===== config.mk =====
export PLATFORM = sky130hd
export DESIGN_NAME = pwm_fade_sequencer_flat
export DESIGN_NICKNAME = d
export VERILOG_FILES = /design/src/rtl/pwm_fade_pkg.sv /design/src/rtl/pwm_fade_if.sv /design/src/rtl/pwm_fade_step.sv /design/src/rtl/pwm_fade_sequencer.sv /design/src/flat_wrapper.sv
export SDC_FILE = /design/constraint.sdc
export NUM_CORES = 1
export LEC_CHECK = 0
export BUFFER_PORTS_ARGS = -buffer_cell sky130_fd_sc_hd__buf_2
export CORE_MARGIN = 1.5
export CORE_UTILIZATION = 64
export DETAILED_ROUTE_END_ITERATION = 8
export GPL_TIMING_DRIVEN = 0
export HOLD_SLACK_MARGIN = 0.15
export PLACE_DENSITY = 0.88
export SETUP_SLACK_MARGIN = 0.1
export SYNTH_ARGS = -nofsm -noshare
export SYNTH_HDL_FRONTEND = slang
export SYNTH_HIERARCHICAL = 1
export SYNTH_SLANG_ARGS = --single-unit

===== constraint.sdc =====
create_clock -name clk -period 13.9 [get_ports clk]
set_clock_uncertainty 0.15 [all_clocks]
set_input_delay 1.39 -clock clk [delete_from_list [all_inputs] [get_ports clk]]
set_output_delay 1.39 -clock clk [all_outputs]
set_load 0.05 [all_outputs]

===== src/rtl/pwm_fade_pkg.sv =====
// Shared constants and types for the PWM fade sequencer.
// Register map, bit positions and the sequencer FSM encoding.
package pwm_fade_pkg;

  localparam logic [3:0] A_CTRL   = 4'd0;
  localparam logic [3:0] A_TICK   = 4'd1;
  localparam logic [3:0] A_STATUS = 4'd2;
  localparam logic [3:0] A_STEP   = 4'd3;
  localparam logic [3:0] A_TARGET = 4'd8;

  localparam int CTRL_EN     = 0;
  localparam int CTRL_IRQ_EN = 1;
  localparam int STATUS_DONE = 16;

  localparam logic [5:0] PWM_DUTY_BASE = 6'd32;

  typedef enum logic [1:0] {
    IDLE,
    SCAN,
    WRITE
  } state_t;

endpackage


===== src/rtl/pwm_fade_if.sv =====
// CPU-side register slave and PWM-side master port of the sequencer.
// The slave modport is the sequencer's view; master is the system's view.
interface pwm_fade_if;

  logic        s_chipselect;
  logic [3:0]  s_address;
  logic        s_write;
  logic [31:0] s_writedata;
  logic        s_read;
  logic [31:0] s_readdata;

  logic [5:0]  m_address;
  logic        m_write;
  logic [31:0] m_writedata;
  logic        m_waitrequest;

  modport slave (
    input  s_chipselect,
    input  s_address,
    input  s_write,
    input  s_writedata,
    input  s_read,
    output s_readdata,
    output m_address,
    output m_write,
    output m_writedata,
    input  m_waitrequest
  );

  modport master (
    output s_chipselect,
    output s_address,
    output s_write,
    output s_writedata,
    output s_read,
    input  s_readdata,
    input  m_address,
    input  m_write,
    input  m_writedata,
    output m_waitrequest
  );

endinterface


===== src/rtl/pwm_fade_step.sv =====
// One ramp step from cur toward target, clamped so it never overshoots.
// Arithmetic is one bit wider than the duty value to catch carry/borrow.
module pwm_fade_step #(
  parameter int DUTY_WIDTH = 8
) (
  input  logic [DUTY_WIDTH-1:0] cur,
  input  logic [DUTY_WIDTH-1:0] target,
  input  logic [DUTY_WIDTH-1:0] step,
  output logic [DUTY_WIDTH-1:0] next
);

  localparam int W = DUTY_WIDTH + 1;

  logic [W-1:0] st;
  logic [W-1:0] sum;
  logic [W-1:0] diff;
  logic [W-1:0] cur_x;
  logic [W-1:0] tgt_x;

  always_comb begin
    cur_x = {1'b0, cur};
    tgt_x = {1'b0, target};
    st    = (step == '0) ? W'(1) : {1'b0, step};
    sum   = cur_x + st;
    diff  = cur_x - st;
    next  = cur;
    if (cur < target) begin
      next = (sum >= tgt_x) ? target : sum[DUTY_WIDTH-1:0];
    end else if (cur > target) begin
      if (cur_x < st || diff < tgt_x)
        next = target;
      else
        next = diff[DUTY_WIDTH-1:0];
    end
  end

endmodule


===== src/rtl/pwm_fade_sequencer.sv =====
// Fades each PWM duty register toward its software target at a set rate.
// Writes go out through the master port; irq flags when all have settled.
module pwm_fade_sequencer
  import pwm_fade_pkg::*;
#(
  parameter int CHANNELS   = 4,
  parameter int DUTY_WIDTH = 8,
  parameter int TICK_WIDTH = 16
) (
  input  logic       clk,
  input  logic       reset_n,
  pwm_fade_if.slave  bus,
  output logic       irq
);

  localparam int CW = (CHANNELS > 1) ? $clog2(CHANNELS) : 1;
  localparam logic [CW-1:0] LAST = CW'(CHANNELS - 1);

  logic                  en;
  logic                  irq_en;
  logic                  done;
  logic                  pend;
  logic [TICK_WIDTH-1:0] tick;
  logic [TICK_WIDTH-1:0] tcnt;
  logic [DUTY_WIDTH-1:0] step;
  logic [DUTY_WIDTH-1:0] target [CHANNELS];
  logic [DUTY_WIDTH-1:0] cur    [CHANNELS];
  logic [CHANNELS-1:0]   busy;
  logic [CHANNELS-1:0]   busy_q;

  state_t                state;
  state_t                state_d;
  logic [CW-1:0]         ch;
  logic [CW-1:0]         ch_d;
  logic                  take;
  logic                  accept;
  logic                  hit;
  logic [DUTY_WIDTH-1:0] nxt;

  logic                  mw_q;
  logic                  mw_d;
  logic [5:0]            ma_q;
  logic [5:0]            ma_d;
  logic [31:0]           md_q;
  logic [31:0]           md_d;

  logic                  wr;
  logic                  done_d;
  logic                  irq_en_d;
  logic [31:0]           rd;
  logic                  unused;

  assign wr     = bus.s_chipselect & bus.s_write;
  assign hit    = en && (tcnt >= tick);
  assign unused = ^bus.s_writedata;

  assign bus.m_write     = mw_q;
  assign bus.m_address   = ma_q;
  assign bus.m_writedata = md_q;
  assign bus.s_readdata  = rd;

  always_comb begin
    for (int i = 0; i < CHANNELS; i++)
      busy[i] = (cur[i] != target[i]);
  end

  pwm_fade_step #(
    .DUTY_WIDTH(DUTY_WIDTH)
  ) u_step (
    .cur   (cur[ch]),
    .target(target[ch]),
    .step  (step),
    .next  (nxt)
  );

  // A set event outranks a simultaneous write-1-to-clear
  always_comb begin
    done_d = done;
    if (wr && bus.s_address == A_STATUS &&
        bus.s_writedata[STATUS_DONE])
      done_d = 1'b0;
    if (|busy_q && !(|busy))
      done_d = 1'b1;
    irq_en_d = irq_en;
    if (wr && bus.s_address == A_CTRL)
      irq_en_d = bus.s_writedata[CTRL_IRQ_EN];
  end

  always_comb begin
    rd = '0;
    if (bus.s_chipselect && bus.s_read) begin
      if (bus.s_address == A_CTRL)
        rd[1:0] = {irq_en, en};
      if (bus.s_address == A_TICK)
        rd[TICK_WIDTH-1:0] = tick;
      if (bus.s_address == A_STATUS) begin
        rd[CHANNELS-1:0] = busy;
        rd[STATUS_DONE]  = done;
      end
      if (bus.s_address == A_STEP)
        rd[DUTY_WIDTH-1:0] = step;
      for (int i = 0; i < CHANNELS; i++)
        if (bus.s_address == A_TARGET + 4'(i))
          rd[DUTY_WIDTH-1:0] = target[i];
    end
  end

  always_comb begin
    state_d = state;
    ch_d    = ch;
    take    = 1'b0;
    accept  = 1'b0;
    mw_d    = mw_q;
    ma_d    = ma_q;
    md_d    = md_q;
    unique case (state)
      IDLE: begin
        if (pend) begin
          take    = 1'b1;
          ch_d    = '0;
          state_d = SCAN;
        end
      end
      SCAN: begin
        if (!en) begin
          state_d = IDLE;
        end else if (busy[ch]) begin
          mw_d    = 1'b1;
          ma_d    = PWM_DUTY_BASE + 6'(ch);
          md_d    = 32'(nxt);
          state_d = WRITE;
        end else if (ch == LAST) begin
          state_d = IDLE;
        end else begin
          ch_d = ch + 1'b1;
        end
      end
      WRITE: begin
        if (!bus.m_waitrequest) begin
          accept = 1'b1;
          mw_d   = 1'b0;
          if (ch == LAST || !en) begin
            state_d = IDLE;
          end else begin
            ch_d    = ch + 1'b1;
            state_d = SCAN;
          end
        end
      end
      default: state_d = IDLE;
    endcase
  end

  always_ff @(posedge clk or negedge reset_n) begin
    if (!reset_n) begin
      state <= IDLE;
      ch    <= '0;
      mw_q  <= 1'b0;
      ma_q  <= '0;
      md_q  <= '0;
    end else begin
      state <= state_d;
      ch    <= ch_d;
      mw_q  <= mw_d;
      ma_q  <= ma_d;
      md_q  <= md_d;
    end
  end

  always_ff @(posedge clk or negedge reset_n) begin
    if (!reset_n) begin
      en     <= 1'b0;
      irq_en <= 1'b0;
      tick   <= '0;
      step   <= DUTY_WIDTH'(1);
      done   <= 1'b0;
      irq    <= 1'b0;
      busy_q <= '0;
      tcnt   <= '0;
      pend   <= 1'b0;
      for (int i = 0; i < CHANNELS; i++) begin
        target[i] <= '0;
        cur[i]    <= '0;
      end
    end else begin
      irq_en <= irq_en_d;
      done   <= done_d;
      irq    <= done_d & irq_en_d;
      busy_q <= busy;
      if (wr && bus.s_address == A_CTRL)
        en <= bus.s_writedata[CTRL_EN];
      if (wr && bus.s_address == A_TICK)
        tick <= bus.s_writedata[TICK_WIDTH-1:0];
      if (wr && bus.s_address == A_STEP)
        step <= bus.s_writedata[DUTY_WIDTH-1:0];
      for (int i = 0; i < CHANNELS; i++)
        if (wr && bus.s_address == A_TARGET + 4'(i))
          target[i] <= bus.s_writedata[DUTY_WIDTH-1:0];
      if (accept)
        cur[ch] <= md_q[DUTY_WIDTH-1:0];
      if (!en) begin
        tcnt <= '0;
        pend <= 1'b0;
      end else begin
        tcnt <= hit ? '0 : tcnt + 1'b1;
        pend <= hit | (pend & ~take);
      end
    end
  end

endmodule


===== src/flat_wrapper.sv =====
// flat-port wrapper written by rule: the top's interface ports become plain ports
module pwm_fade_sequencer_flat import pwm_fade_pkg::*;
#(
  parameter int CHANNELS   = 4,
  parameter int DUTY_WIDTH = 8,
  parameter int TICK_WIDTH = 16
)
  (clk, reset_n, irq, bus_s_chipselect, bus_s_address, bus_s_write, bus_s_writedata, bus_s_read, bus_s_readdata, bus_m_address, bus_m_write, bus_m_writedata, bus_m_waitrequest);
  pwm_fade_if bus_i ();
  input  logic clk;
  input  logic reset_n;
  output logic irq;
  input wire logic [$bits(bus_i.s_chipselect)-1:0] bus_s_chipselect;
  input wire logic [$bits(bus_i.s_address)-1:0] bus_s_address;
  input wire logic [$bits(bus_i.s_write)-1:0] bus_s_write;
  input wire logic [$bits(bus_i.s_writedata)-1:0] bus_s_writedata;
  input wire logic [$bits(bus_i.s_read)-1:0] bus_s_read;
  output wire logic [$bits(bus_i.s_readdata)-1:0] bus_s_readdata;
  output wire logic [$bits(bus_i.m_address)-1:0] bus_m_address;
  output wire logic [$bits(bus_i.m_write)-1:0] bus_m_write;
  output wire logic [$bits(bus_i.m_writedata)-1:0] bus_m_writedata;
  input wire logic [$bits(bus_i.m_waitrequest)-1:0] bus_m_waitrequest;
  assign bus_i.s_chipselect = bus_s_chipselect;
  assign bus_i.s_address = bus_s_address;
  assign bus_i.s_write = bus_s_write;
  assign bus_i.s_writedata = bus_s_writedata;
  assign bus_i.s_read = bus_s_read;
  assign bus_s_readdata = bus_i.s_readdata;
  assign bus_m_address = bus_i.m_address;
  assign bus_m_write = bus_i.m_write;
  assign bus_m_writedata = bus_i.m_writedata;
  assign bus_i.m_waitrequest = bus_m_waitrequest;
  pwm_fade_sequencer #(.CHANNELS(CHANNELS), .DUTY_WIDTH(DUTY_WIDTH), .TICK_WIDTH(TICK_WIDTH)) u_core (.clk(clk), .reset_n(reset_n), .bus(bus_i), .irq(irq));
endmodule

==> metrics.yaml <==
status: "complete, no violations"
rsz0062_at_grt: "no"
drcViolationCount: 0
cts_resized: 0
dpl.hpwl_mm: 17.09
preCtsSetupSlack_ps: 7602
rows: 43
yosys.area.top_type: "dfrtp_1"
postCtsSetupRepairBufs: 0
synth_seq_cells: 129
finalCritPeriodShare_pct: 45.94
ir_drop_v: 0.0001525
finalMaxSlewViolations: 0
syn_area_um2: 9097
cp-start-kind: "register"
worst_slack_ps: 7514
drv_cap: 0
die_h_um: 122.2
design.core.area_um2: 13880
ys_types: 81
syn_inst: 854
die_x_um: 122.2
fmaxAchievable_mhz: 156.6
firstDrtPassIters: 5
area_growth_syn_to_layout_pct: 14.76
antenna_cells: 0
critical_path_required_ps: 14110
final_cell_mix: "128 x dfrtp_1, 96 x mux2_2, 66 x ha_1, 57 x buf_2, 52 x inv_1"
routed_wl_mm: 24.93
ys_warn_count: 6
via_per_inst: 6.454
async_flop_share_pct: 100.0
finalSetupViolCount: 0
ys_seq_area_share_pct: 35.50
drt_iter0_drc: 766
grt_pass1_vias: 7383
cts.htree.levels: 4
path_clk_slew_ps: 60
final_cells: 1163
drtAntennaViolNets: 0
avgSynthCellArea_um2: 10.65
synth.area.top_cells: "dfrtp_1 35%, mux2_2 12%, ha_1 9.1%, mux4_2 4.7%, xor2_1 3.7%"
critPathKind: "register to register"
layout_commonest_cell: "dfrtp_1"
grt_pass1_wl_mm: 39.01
clkSinkCount: 129
num-nets-final: 1081
cp-end-kind: "register"
drive_above_1_share_pct: 28.08
gp_congestion: 0.9113
tns_ps: 0
synthFlopType: "dfrtp_1"
max_slew.worst_pin.slew_ps: 1091
clock_latency_ps: 420
grt_remaining_overflow: 0
vias: 7506
cp.arrival_ps: 6590
grt_max_degree: 80
antenna_found_initial: 0
dieArea_um2: 14940
synth_edf_count: 0
holdBufCountCts: 0
cts_buffers: 17
fin_crit_ps: 6386
max_slew_margin_pct: 26.57
initial_core_util_pct: 65.54
tritoncts: "done"
wl_per_cell_um: 21.44
numPortBuffers: 56
p_leak_nw: 5.134
pin_count: 114
p_per_area_nw_per_um2: 214.6
path_max_fanout: 10
root_buffer: "clkbuf_16"
hold_viol_final: 0
clock_path_buffers: 2
synth_top_area_share_pct: 35.21
min_path_type: "register to register"
grt_usage_pct: 34.46
dp.cells: 1132
power by group:
group / total (mW) / switching, mW / internal, mW
logic: 1.21 / 0.709 / 0.504
registers: 0.535 / 0.0906 / 0.445
clock network: 0.493 / 0.170 / 0.323
through the flow:
| step | power [mW] | hold WS, ps | util (%) | cell area [um^2] |
|---|---|---|---|---|
| after floorplan | 1.417 | 302.0 | - | 9251 |
| after global placement | 1.652 | 302.4 | 70.29 | 9757 |
| after detailed placement | 1.694 | 307.1 | 70.53 | 9791 |
| after CTS | 2.208 | 321.6 | 75.21 | 10440 |
| after global routing | 2.350 | 345.3 | 75.21 | 10440 |
| final | 2.240 | 318.7 | 75.21 | 10440 |
cell families after synthesis:
family	after synthesis	share of synthesized area [%]
buf+inv	118	7.042
flops	129	35.50
other cells	1	0.04122
simple gates	225	12.87
compound gates	117	9.614
fa+ha+maj	68	9.517
xor+xnor	52	5.006
mux	144	20.41
cells in the mapped netlist (7+ instances only):
master,n
a21o_1,9
a21oi_1,30
and2_1,16
buf_4,43
clkbuf_1,12
dfrtp_1,128
ha_1,66
inv_1,52
mux2_2,96
mux2_4,8
mux2i_1,19
mux4_2,19
nand2_1,34
nand2b_1,8
nand3_1,21
nand4_1,7
nor2_1,47
nor2b_1,11
nor3_1,36
nor4_1,18
o21ai_0,12
xnor2_1,14
xor2_1,38
path summary, 6_finish.rpt:
path | from | to | slack [ps] | cells after the start
setup / recovery | u_core/ch[0] | u_core/bus.m_writedata[1] | 7510 | 14
min in group asynchronous | reset_n | u_core/tcnt[9] | 770 | 1
max in group asynchronous | reset_n | u_core/cur[22] | 12080 | 2
hold reg to reg | u_core/bus.m_address[5] | u_core/bus.m_address[5] | 320 | 1
hold / removal | u_core/bus.m_address[5] | u_core/bus.m_address[5] | 320 | 1
setup reg to reg | u_core/ch[0] | u_core/bus.m_writedata[1] | 7510 | 14
worst max-delay path, cell delays in order (launching register included):
cell and delay, ps:
dfrtp_1 430, buf_1 640, mux4_2 740, ha_1 340, nor2b_1 60, o311ai_1 520
mux2_1 370, a2111oi_0 820, ha_1 390, a21oi_1 130, o21ai_0 180, a311oi_4 710
mux2i_1 160, o32ai_1 380, mux2_2 290
metal layers:
layer	wire, um	up-vias	global-route usage [%]
li1	-	3251	-
met4	1245	0	17.88
met2	11810	469	55.59
met3	2145	116	7.853
met1	9728	3670	43.56
met5	0	-	0
flip-flops by register name, summed over array words and instances (netlist names):
register / flops
u_core/cur: 32
u_core/target: 32
u_core/tcnt: 16
u_core/tick: 16
u_core/bus.m_writedata: 8
u_core/step: 8
u_core/busy_q: 4
u_core/bus.m_address: 3
u_core/ch: 2
u_core/state: 2
u_core/bus.m_write: 1
u_core/done: 1
u_core/en: 1
u_core/irq: 1
u_core/irq_en: 1
u_core/pend: 1
layout make-up:
| type | count | area, um^2 |
|---|---|---|
| buffer | 66 | 445.4 |
| clock buffer | 19 | 442.9 |
| clock inverter | 12 | 206.4 |
| fill | 854 | 3441 |
| inverter | 52 | 195.2 |
| multi-input combinational | 648 | 5381 |
| sequential | 129 | 3229 |
| tap | 180 | 225.2 |
| timing repair buffer | 57 | 314.1 |
No activity file was read; power rests on OpenSTA's default activity.
